`config.mk`:
```
export PLATFORM = sky130hd
export DESIGN_NAME = serial_subtractor
export DESIGN_NICKNAME = d
export VERILOG_FILES = /design/src/rtl/arith_pkg.sv /design/src/rtl/full_subtractor_bit.sv /design/src/rtl/serial_subtractor.sv
export SDC_FILE = /design/constraint.sdc
export NUM_CORES = 1
export LEC_CHECK = 0
export ABC_AREA = 1
export CORE_MARGIN = 4
export CORE_UTILIZATION = 45
export DETAILED_ROUTE_END_ITERATION = 7
export PLACE_DENSITY_LB_ADDON = 0.25
export SLEW_MARGIN = 20
export SYNTH_ARGS = -nofsm -noshare
export SYNTH_HDL_FRONTEND = slang
export SYNTH_SLANG_ARGS = --single-unit
```
`constraint.sdc`:
```
create_clock -name clk -period 1.5 [get_ports clk]
set_input_delay 0.45 -clock clk [delete_from_list [all_inputs] [get_ports clk]]
set_output_delay 0.45 -clock clk [all_outputs]
set_load 0.005 [all_outputs]
```
`src/rtl/arith_pkg.sv`:
```
`default_nettype none
// ============================================================================
// Module      : arith_pkg
// Description : Shared types and constants for the sequential arithmetic
//               blocks. Provides the serial subtractor state encoding and
//               the default operand width.
// Revision    : 1.0 - initial release
// ============================================================================
package arith_pkg;

  localparam int SUB_WIDTH_DEFAULT = 8;

  typedef enum logic [1:0] {
    IDLE = 2'd0,
    RUN  = 2'd1,
    DONE = 2'd2
  } sub_state_t;

endpackage : arith_pkg
`default_nettype wire

```
`src/rtl/full_subtractor_bit.sv`:
```
`default_nettype none
// ============================================================================
// Module      : full_subtractor_bit
// Description : One-bit full subtractor, computes a - b - bin.
// Ports       : a    in  1  minuend bit
//               b    in  1  subtrahend bit
//               bin  in  1  borrow in
//               d    out 1  difference bit
//               bout out 1  borrow out
// Revision    : 1.0 - initial release
// ============================================================================
module full_subtractor_bit (
  input  logic a,
  input  logic b,
  input  logic bin,
  output logic d,
  output logic bout
);

  assign d    = a ^ b ^ bin;
  // Borrow when b exceeds a outright, or when a == b and a borrow is pending.
  assign bout = (~a & b) | (~(a ^ b) & bin);

endmodule : full_subtractor_bit
`default_nettype wire

```
`src/rtl/serial_subtractor.sv`:
```
`default_nettype none
// ============================================================================
// Module      : serial_subtractor
// Description : Bit-serial unsigned subtractor, diff = a - b mod 2^WIDTH,
//               one bit per clock LSB first, framed by start/busy/done.
// Ports       : clk        in  1      clock, rising edge
//               rst        in  1      asynchronous active-high reset
//               start      in  1      request, sampled only in IDLE
//               a          in  WIDTH  minuend, captured on accepted start
//               b          in  WIDTH  subtrahend, captured on accepted start
//               busy       out 1      high while shifting
//               done       out 1      one-cycle result-valid pulse
//               diff       out WIDTH  result (partial while busy)
//               borrow_out out 1      final borrow, 1 means a < b
//               ovf        out 1      signed overflow (SERIAL_SUB_OVF_EN only)
// Options     : define SERIAL_SUB_OVF_EN to add the ovf output.
// Revision    : 1.0 - initial release
// ============================================================================
module serial_subtractor
  import arith_pkg::*;
#(
  parameter int WIDTH = SUB_WIDTH_DEFAULT
) (
  input  logic             clk,
  input  logic             rst,
  input  logic             start,
  input  logic [WIDTH-1:0] a,
  input  logic [WIDTH-1:0] b,
  output logic             busy,
  output logic             done,
  output logic [WIDTH-1:0] diff,
  output logic             borrow_out
`ifdef SERIAL_SUB_OVF_EN
  ,
  output logic             ovf
`endif
);

  localparam int             CNT_W    = (WIDTH > 1) ? $clog2(WIDTH) : 1;
  localparam logic [CNT_W-1:0] LAST_BIT = CNT_W'(WIDTH - 1);

  sub_state_t       state_q, state_d;
  logic [CNT_W-1:0] cnt_q, cnt_d;
  logic [WIDTH-1:0] a_sh_q, a_sh_d;
  logic [WIDTH-1:0] b_sh_q, b_sh_d;
  logic [WIDTH-1:0] res_q, res_d;
  logic             borrow_q, borrow_d;
  logic             borrow_out_q, borrow_out_d;
  logic             ovf_q, ovf_d;

  logic             w_slice_d;
  logic             w_slice_bout;

  full_subtractor_bit u_slice (
    .a    (a_sh_q[0]),
    .b    (b_sh_q[0]),
    .bin  (borrow_q),
    .d    (w_slice_d),
    .bout (w_slice_bout)
  );

  always_comb begin
    state_d      = state_q;
    cnt_d        = cnt_q;
    a_sh_d       = a_sh_q;
    b_sh_d       = b_sh_q;
    res_d        = res_q;
    borrow_d     = borrow_q;
    borrow_out_d = borrow_out_q;
    ovf_d        = ovf_q;
    case (state_q)
      IDLE: begin
        if (start) begin
          state_d  = RUN;
          a_sh_d   = a;
          b_sh_d   = b;
          borrow_d = 1'b0;
          cnt_d    = '0;
        end
      end
      RUN: begin
        res_d    = {w_slice_d, res_q[WIDTH-1:1]};
        a_sh_d   = {1'b0, a_sh_q[WIDTH-1:1]};
        b_sh_d   = {1'b0, b_sh_q[WIDTH-1:1]};
        borrow_d = w_slice_bout;
        cnt_d    = cnt_q + CNT_W'(1);
        if (cnt_q == LAST_BIT) begin
          state_d      = DONE;
          borrow_out_d = w_slice_bout;
          // On the last slice the operand LSBs are the original MSBs and
          // the slice output is the result MSB.
          ovf_d        = (a_sh_q[0] ^ b_sh_q[0]) & (a_sh_q[0] ^ w_slice_d);
        end
      end
      DONE:    state_d = IDLE;
      default: state_d = IDLE;
    endcase
  end

  always_ff @(posedge clk or posedge rst) begin
    if (rst) begin
      state_q      <= IDLE;
      cnt_q        <= '0;
      a_sh_q       <= '0;
      b_sh_q       <= '0;
      res_q        <= '0;
      borrow_q     <= 1'b0;
      borrow_out_q <= 1'b0;
      ovf_q        <= 1'b0;
    end else begin
      state_q      <= state_d;
      cnt_q        <= cnt_d;
      a_sh_q       <= a_sh_d;
      b_sh_q       <= b_sh_d;
      res_q        <= res_d;
      borrow_q     <= borrow_d;
      borrow_out_q <= borrow_out_d;
      ovf_q        <= ovf_d;
    end
  end

  assign busy       = (state_q == RUN);
  assign done       = (state_q == DONE);
  assign diff       = res_q;
  assign borrow_out = borrow_out_q;

`ifdef SERIAL_SUB_OVF_EN
  assign ovf = ovf_q;
`else
  logic w_ovf_unused;
  assign w_ovf_unused = ovf_q;
`endif

endmodule : serial_subtractor
`default_nettype wire

```
-- Yosys cells after proc, flatten, opt, wreduce, memory -nomap -nowiden
Index checks and enable logic that the tools add are counted.
- mux-type cells: 11
- bitwise logic cells: 7
- $add $sub $neg: 1
- equality and inequality tests: 5
- reductions and logical operators: 5
- operators by type and width (kind ; number):
    $pmux 8 s2 ; 2
    $mux 8 ; 2
    $pmux 3 s2 ; 1
    $reduce_and 2->1 ; 3
    $mux 2 ; 2
    $pmux 2 s2 ; 1
    $add 3x1->3 const B ; 1
    $eq 3x3->1 const B ; 1
    $mux 3 ; 1
    $and 1x1->1 ; 2
    $eq 2x1->1 const B ; 1
    $eq 2x2->1 const B ; 1
    $logic_not 2->1 ; 1
    $ne 2x1->1 const B ; 1
    $ne 2x2->1 const B ; 1
    $not 1->1 ; 2
    $pmux 1 s2 ; 1
    $reduce_bool 2->1 ; 1
    $xor 1x1->1 ; 2
    $mux 1 ; 1
    $or 1x1->1 ; 1
- word-level logic and storage cells: 36
- input bits: 19
- bits in registers: 31

-- Longest topological paths before layout
- depth after elaboration: 5
- gate-level depth with buffers: 6
- depth with buffers taken out: 6

-- Modules after synthesis
From an unflattened synthesis, not the netlist that was laid out.
- cells, all modules: 199
- area, all modules: 1636.6 µm²
- modules (own cells, without submodules) (module ; seq. area each (µm²) ; instances ; cells each ; area each (µm²)):
    serial_subtractor ; 775.7 ; 1 ; 195 ; 1605.3
    full_subtractor_bit ; 0.0 ; 1 ; 4 ; 31.3

-- Worst setup path before layout
Ideal clock, no wire load.
- path kind: flip-flop to output port
- from: register state_q[0]
- to: output port busy
- path buffers: 2
- required time: 1.050 ns
- data arrival time: 0.796 ns
- slack: 0.254 ns
- cell stages (with the launch flop): 5
- path through: dfrtp_1 buf_6 inv_1 nor2_4 buf_4
- word-level cells in the longest chain between the ends: 1
- ends and longest elaborated chain (item ; line ; source):
    from (decl) ; serial_subtractor.sv:42 ; sub_state_t state_q, state_d;
    from (signal assigned) ; serial_subtractor.sv:111 ; state_q <= state_d;
    $eq 2x1->1 ; serial_subtractor.sv:122 ; assign busy = (state_q == RUN);
    to (decl) ; serial_subtractor.sv:29 ; output logic busy,
No other way between the ends.

-- Worst setup path after layout
- from: register state_q[0]
- to: output port done
- word-level cells in the longest chain between the ends: 1
- ends and longest elaborated chain (item ; line ; source):
    $eq 2x2->1 ; serial_subtractor.sv:123 ; assign done = (state_q == DONE);
    to (decl) ; serial_subtractor.sv:30 ; output logic done,
No other way between the ends.

==> impl_metrics.env <==
export IMPL_run_status="complete, but fails checks"
export IMPL_violations="negative setup slack"
export IMPL_hold_buffers=0
export IMPL_placement_rows=21
export IMPL_vias=1320
export IMPL_grt_usage_pct=16.9
export IMPL_reg2reg_from="state_q[0]$_DFFE_PP0P_"
export IMPL_hold_path_class="input port to asynchronous set/reset pin"
export IMPL_path_class="register to output port"
export IMPL_holdWs_ps=455
export IMPL_grt_setup_unrepaired="true"
export IMPL_synth_top_family_by_area="simple AND/OR/NAND/NOR gates"
export IMPL_p_leak_nw=1.14
export IMPL_drv_cap=0
export IMPL_start_util_pct=46.9
export IMPL_final_hold_viol_count=0
export IMPL_relSlewSlack_pct=85.6
export IMPL_grt_max_degree=32
export IMPL_synth_mux_area_share_pct=0
export IMPL_clk_pin_slew_worst_paths_ps=100
export IMPL_required_ps=1050
export IMPL_dr_pass1_iters=5
export IMPL_rrSetupSlack_ps=80
export IMPL_cts_made_buffers=5
export IMPL_peakVddDrop_mv=1.08
export IMPL_yosysSeqAreaShare_pct=49.2
export IMPL_synthCells=198
export IMPL_wl_per_cell_um=11.6
export IMPL_setup_viol=1
export IMPL_arrival_ps=1080
export IMPL_insertion_delay_ps=320
export IMPL_pwr_density_cell_nw_per_um2=1890
export IMPL_grt_pass1_wl_um=5820
export IMPL_fin_total_pwr_w=0.00390
export IMPL_fmax_mhz=655
export IMPL_fin_skew_ps=12.7
export IMPL_die_area_um2=4520
export IMPL_gp_congestion=0.757
export IMPL_synth_fp_nets=220
export IMPL_wl_um=3360
export IMPL_startpoint_type="register"
export IMPL_tritoncts="built"
export IMPL_slew_violations=0
export IMPL_antenna_found_initial=0
export IMPL_clock_sinks=31
export IMPL_final_min_clock_period_ps=1530
export IMPL_syn_area_um2=1580
export IMPL_rr_worst_depth=7
export IMPL_layout_drive_gt1_share_pct=13.9
export IMPL_via_per_inst=4.55
export IMPL_cts_root_buf="clkbuf_4"
export IMPL_final_antenna_net_count=0
export IMPL_insertedDiodeCount=0
export IMPL_fin_ws_ps=-25.8
export IMPL_synth_simple_area_share_pct=30.4
export IMPL_io_pins=30
export IMPL_dieHeight_um=67.2
export IMPL_final_nets=265
export IMPL_synth_xor_area_share_pct=0
export IMPL_timing_rr_end="b_sh_q[7]$_DFFE_PP0P_"
export IMPL_io_buffers=29
export IMPL_ys_warn_count=0
export IMPL_overflow=0
export IMPL_drtIter0Drc=123
export IMPL_area_growth_pct=30.7
export IMPL_core_area_um2=3360
export IMPL_fp_dieW_um=67.2
export IMPL_synth_compound_area_share_pct=3.81
export IMPL_ys_types=19
export IMPL_ys_ff_latch=31
export IMPL_syn_avg_cell_area_um2=7.97
export IMPL_clockBufferDepth=2
export IMPL_yosys_area_share_adder_pct=2.85
export IMPL_worst_slew_pin_slew_ps=214
export IMPL_crit_fanout=2
export IMPL_dp_hpwl_um=2120
export IMPL_period_share_pct=102
export IMPL_cp_end_kind="output port"
export IMPL_htree_num_levels=2
export IMPL_grt_pass1_vias=1331
export IMPL_drc=0
cells in the mapped netlist, drive strengths merged:
library cell | instances | area, um^2
nand2 | 76 | 312
o21ai | 8 | 51.3
nand3 | 29 | 145
inv | 38 | 145
fa | 1 | 20.0
nor2 | 4 | 22.5
a21oi | 1 | 8.76
ha | 2 | 25.0
dfrtp | 31 | 776
buf | 8 | 72.6
worst max path at each step:
| stage | from | to | depth (start not counted) |
|---|---|---|---|
| floorplan | state_q[0]$_DFFE_PP0P_ | busy | 4 |
| global placement | start | b_sh_q[1]$_DFFE_PP0P_ | 4 |
| detailed placement | start | a_sh_q[7]$_DFFE_PP0P_ | 4 |
| CTS | state_q[0]$_DFFE_PP0P_ | busy | 3 |
| global route | state_q[0]$_DFFE_PP0P_ | done | 3 |
| finish | state_q[0]$_DFFE_PP0P_ | done | 3 |
power by group:
part           switching, W  total (W)  internal [W]
Clock              0.000275   0.000457      0.000183
Combinational       0.00108    0.00200      0.000919
Sequential         0.000218    0.00145       0.00123
Total               0.00157    0.00390       0.00233
stage by stage:
| stage | cells | util, % | area (um^2) | TNS [ps] | setup slack [ps] |
|---|---|---|---|---|---|
| floorplan | 198 | - | 1580 | 0 | 254 |
| global placement | 271 | 56.8 | 1910 | -2060 | -123 |
| detailed placement | 271 | 56.8 | 1910 | -2610 | -175 |
| CTS | 288 | 60.2 | 2030 | -133 | -103 |
| global route | 290 | 61.3 | 2060 | -88.8 | -71.5 |
| finish | 290 | 61.3 | 2060 | -25.8 | -25.8 |
cells in the final DEF, fill, tap and decap left out, types with 3 or more instances in the layout:
master,count
o21ai_0,4
dlygate4sd2_1,9
buf_4,12
nand2_1,73
buf_6,3
clkdlybuf4s50_1,18
dfrtp_1,31
clkbuf_4,5
nand3_1,29
inv_1,36
o21ai_1,3
registers in the layout, indices dropped and copies added (netlist names):
register    cells
b_sh_q          8
borrow_q        1
borrow_out      1
cnt_q           3
diff            8
a_sh_q          8
state_q         2
layer usage:
layer | GRT usage [%] | vias up | share of wire [%]
met2 | 28.3 | 26 | 48
met5 | 0 | - | 0
met1 | 21.3 | 601 | 47
met4 | 4.56 | 0 | 1.1
met3 | 4.66 | 4 | 3.8
li1 | - | 689 | -
cell families (layout without fill, tap and decap cells):
kind of cell | after synthesis | in the layout
and+or+nand+nor | 109 | 109
buffers and inverters | 46 | 92
DFF | 31 | 31
AOI/OAI and AO/OA | 9 | 9
adders and majority gates | 3 | 3
final cells by class:
| class | instances | area [um^2] |
|---|---|---|
| tap | 46 | 57.6 |
| clock buffer | 7 | 45.0 |
| inverter | 38 | 145 |
| multi-input combinational | 121 | 601 |
| clock inverter | 1 | 5.00 |
| fill | 317 | 1300 |
| timing repair buffer | 46 | 433 |
| sequential | 31 | 776 |
worst max-delay path: stages (launching register included):
cell,delay (ps)
dfrtp_1,410
buf_4,160
nor2_4,90
buf_2,110
timing repair:
| action | 4_1_cts | 5_1_grt |
|---|---|---|
| pin swaps | 1 | 1 |
| buffers inserted | 9 | 2 |
| gates resized for setup | 18 | 5 |
| gates cloned | 0 | 0 |
| setup endpoints to repair | 11 | 29 |
Note: power is estimated with default switching activity, not from simulation.
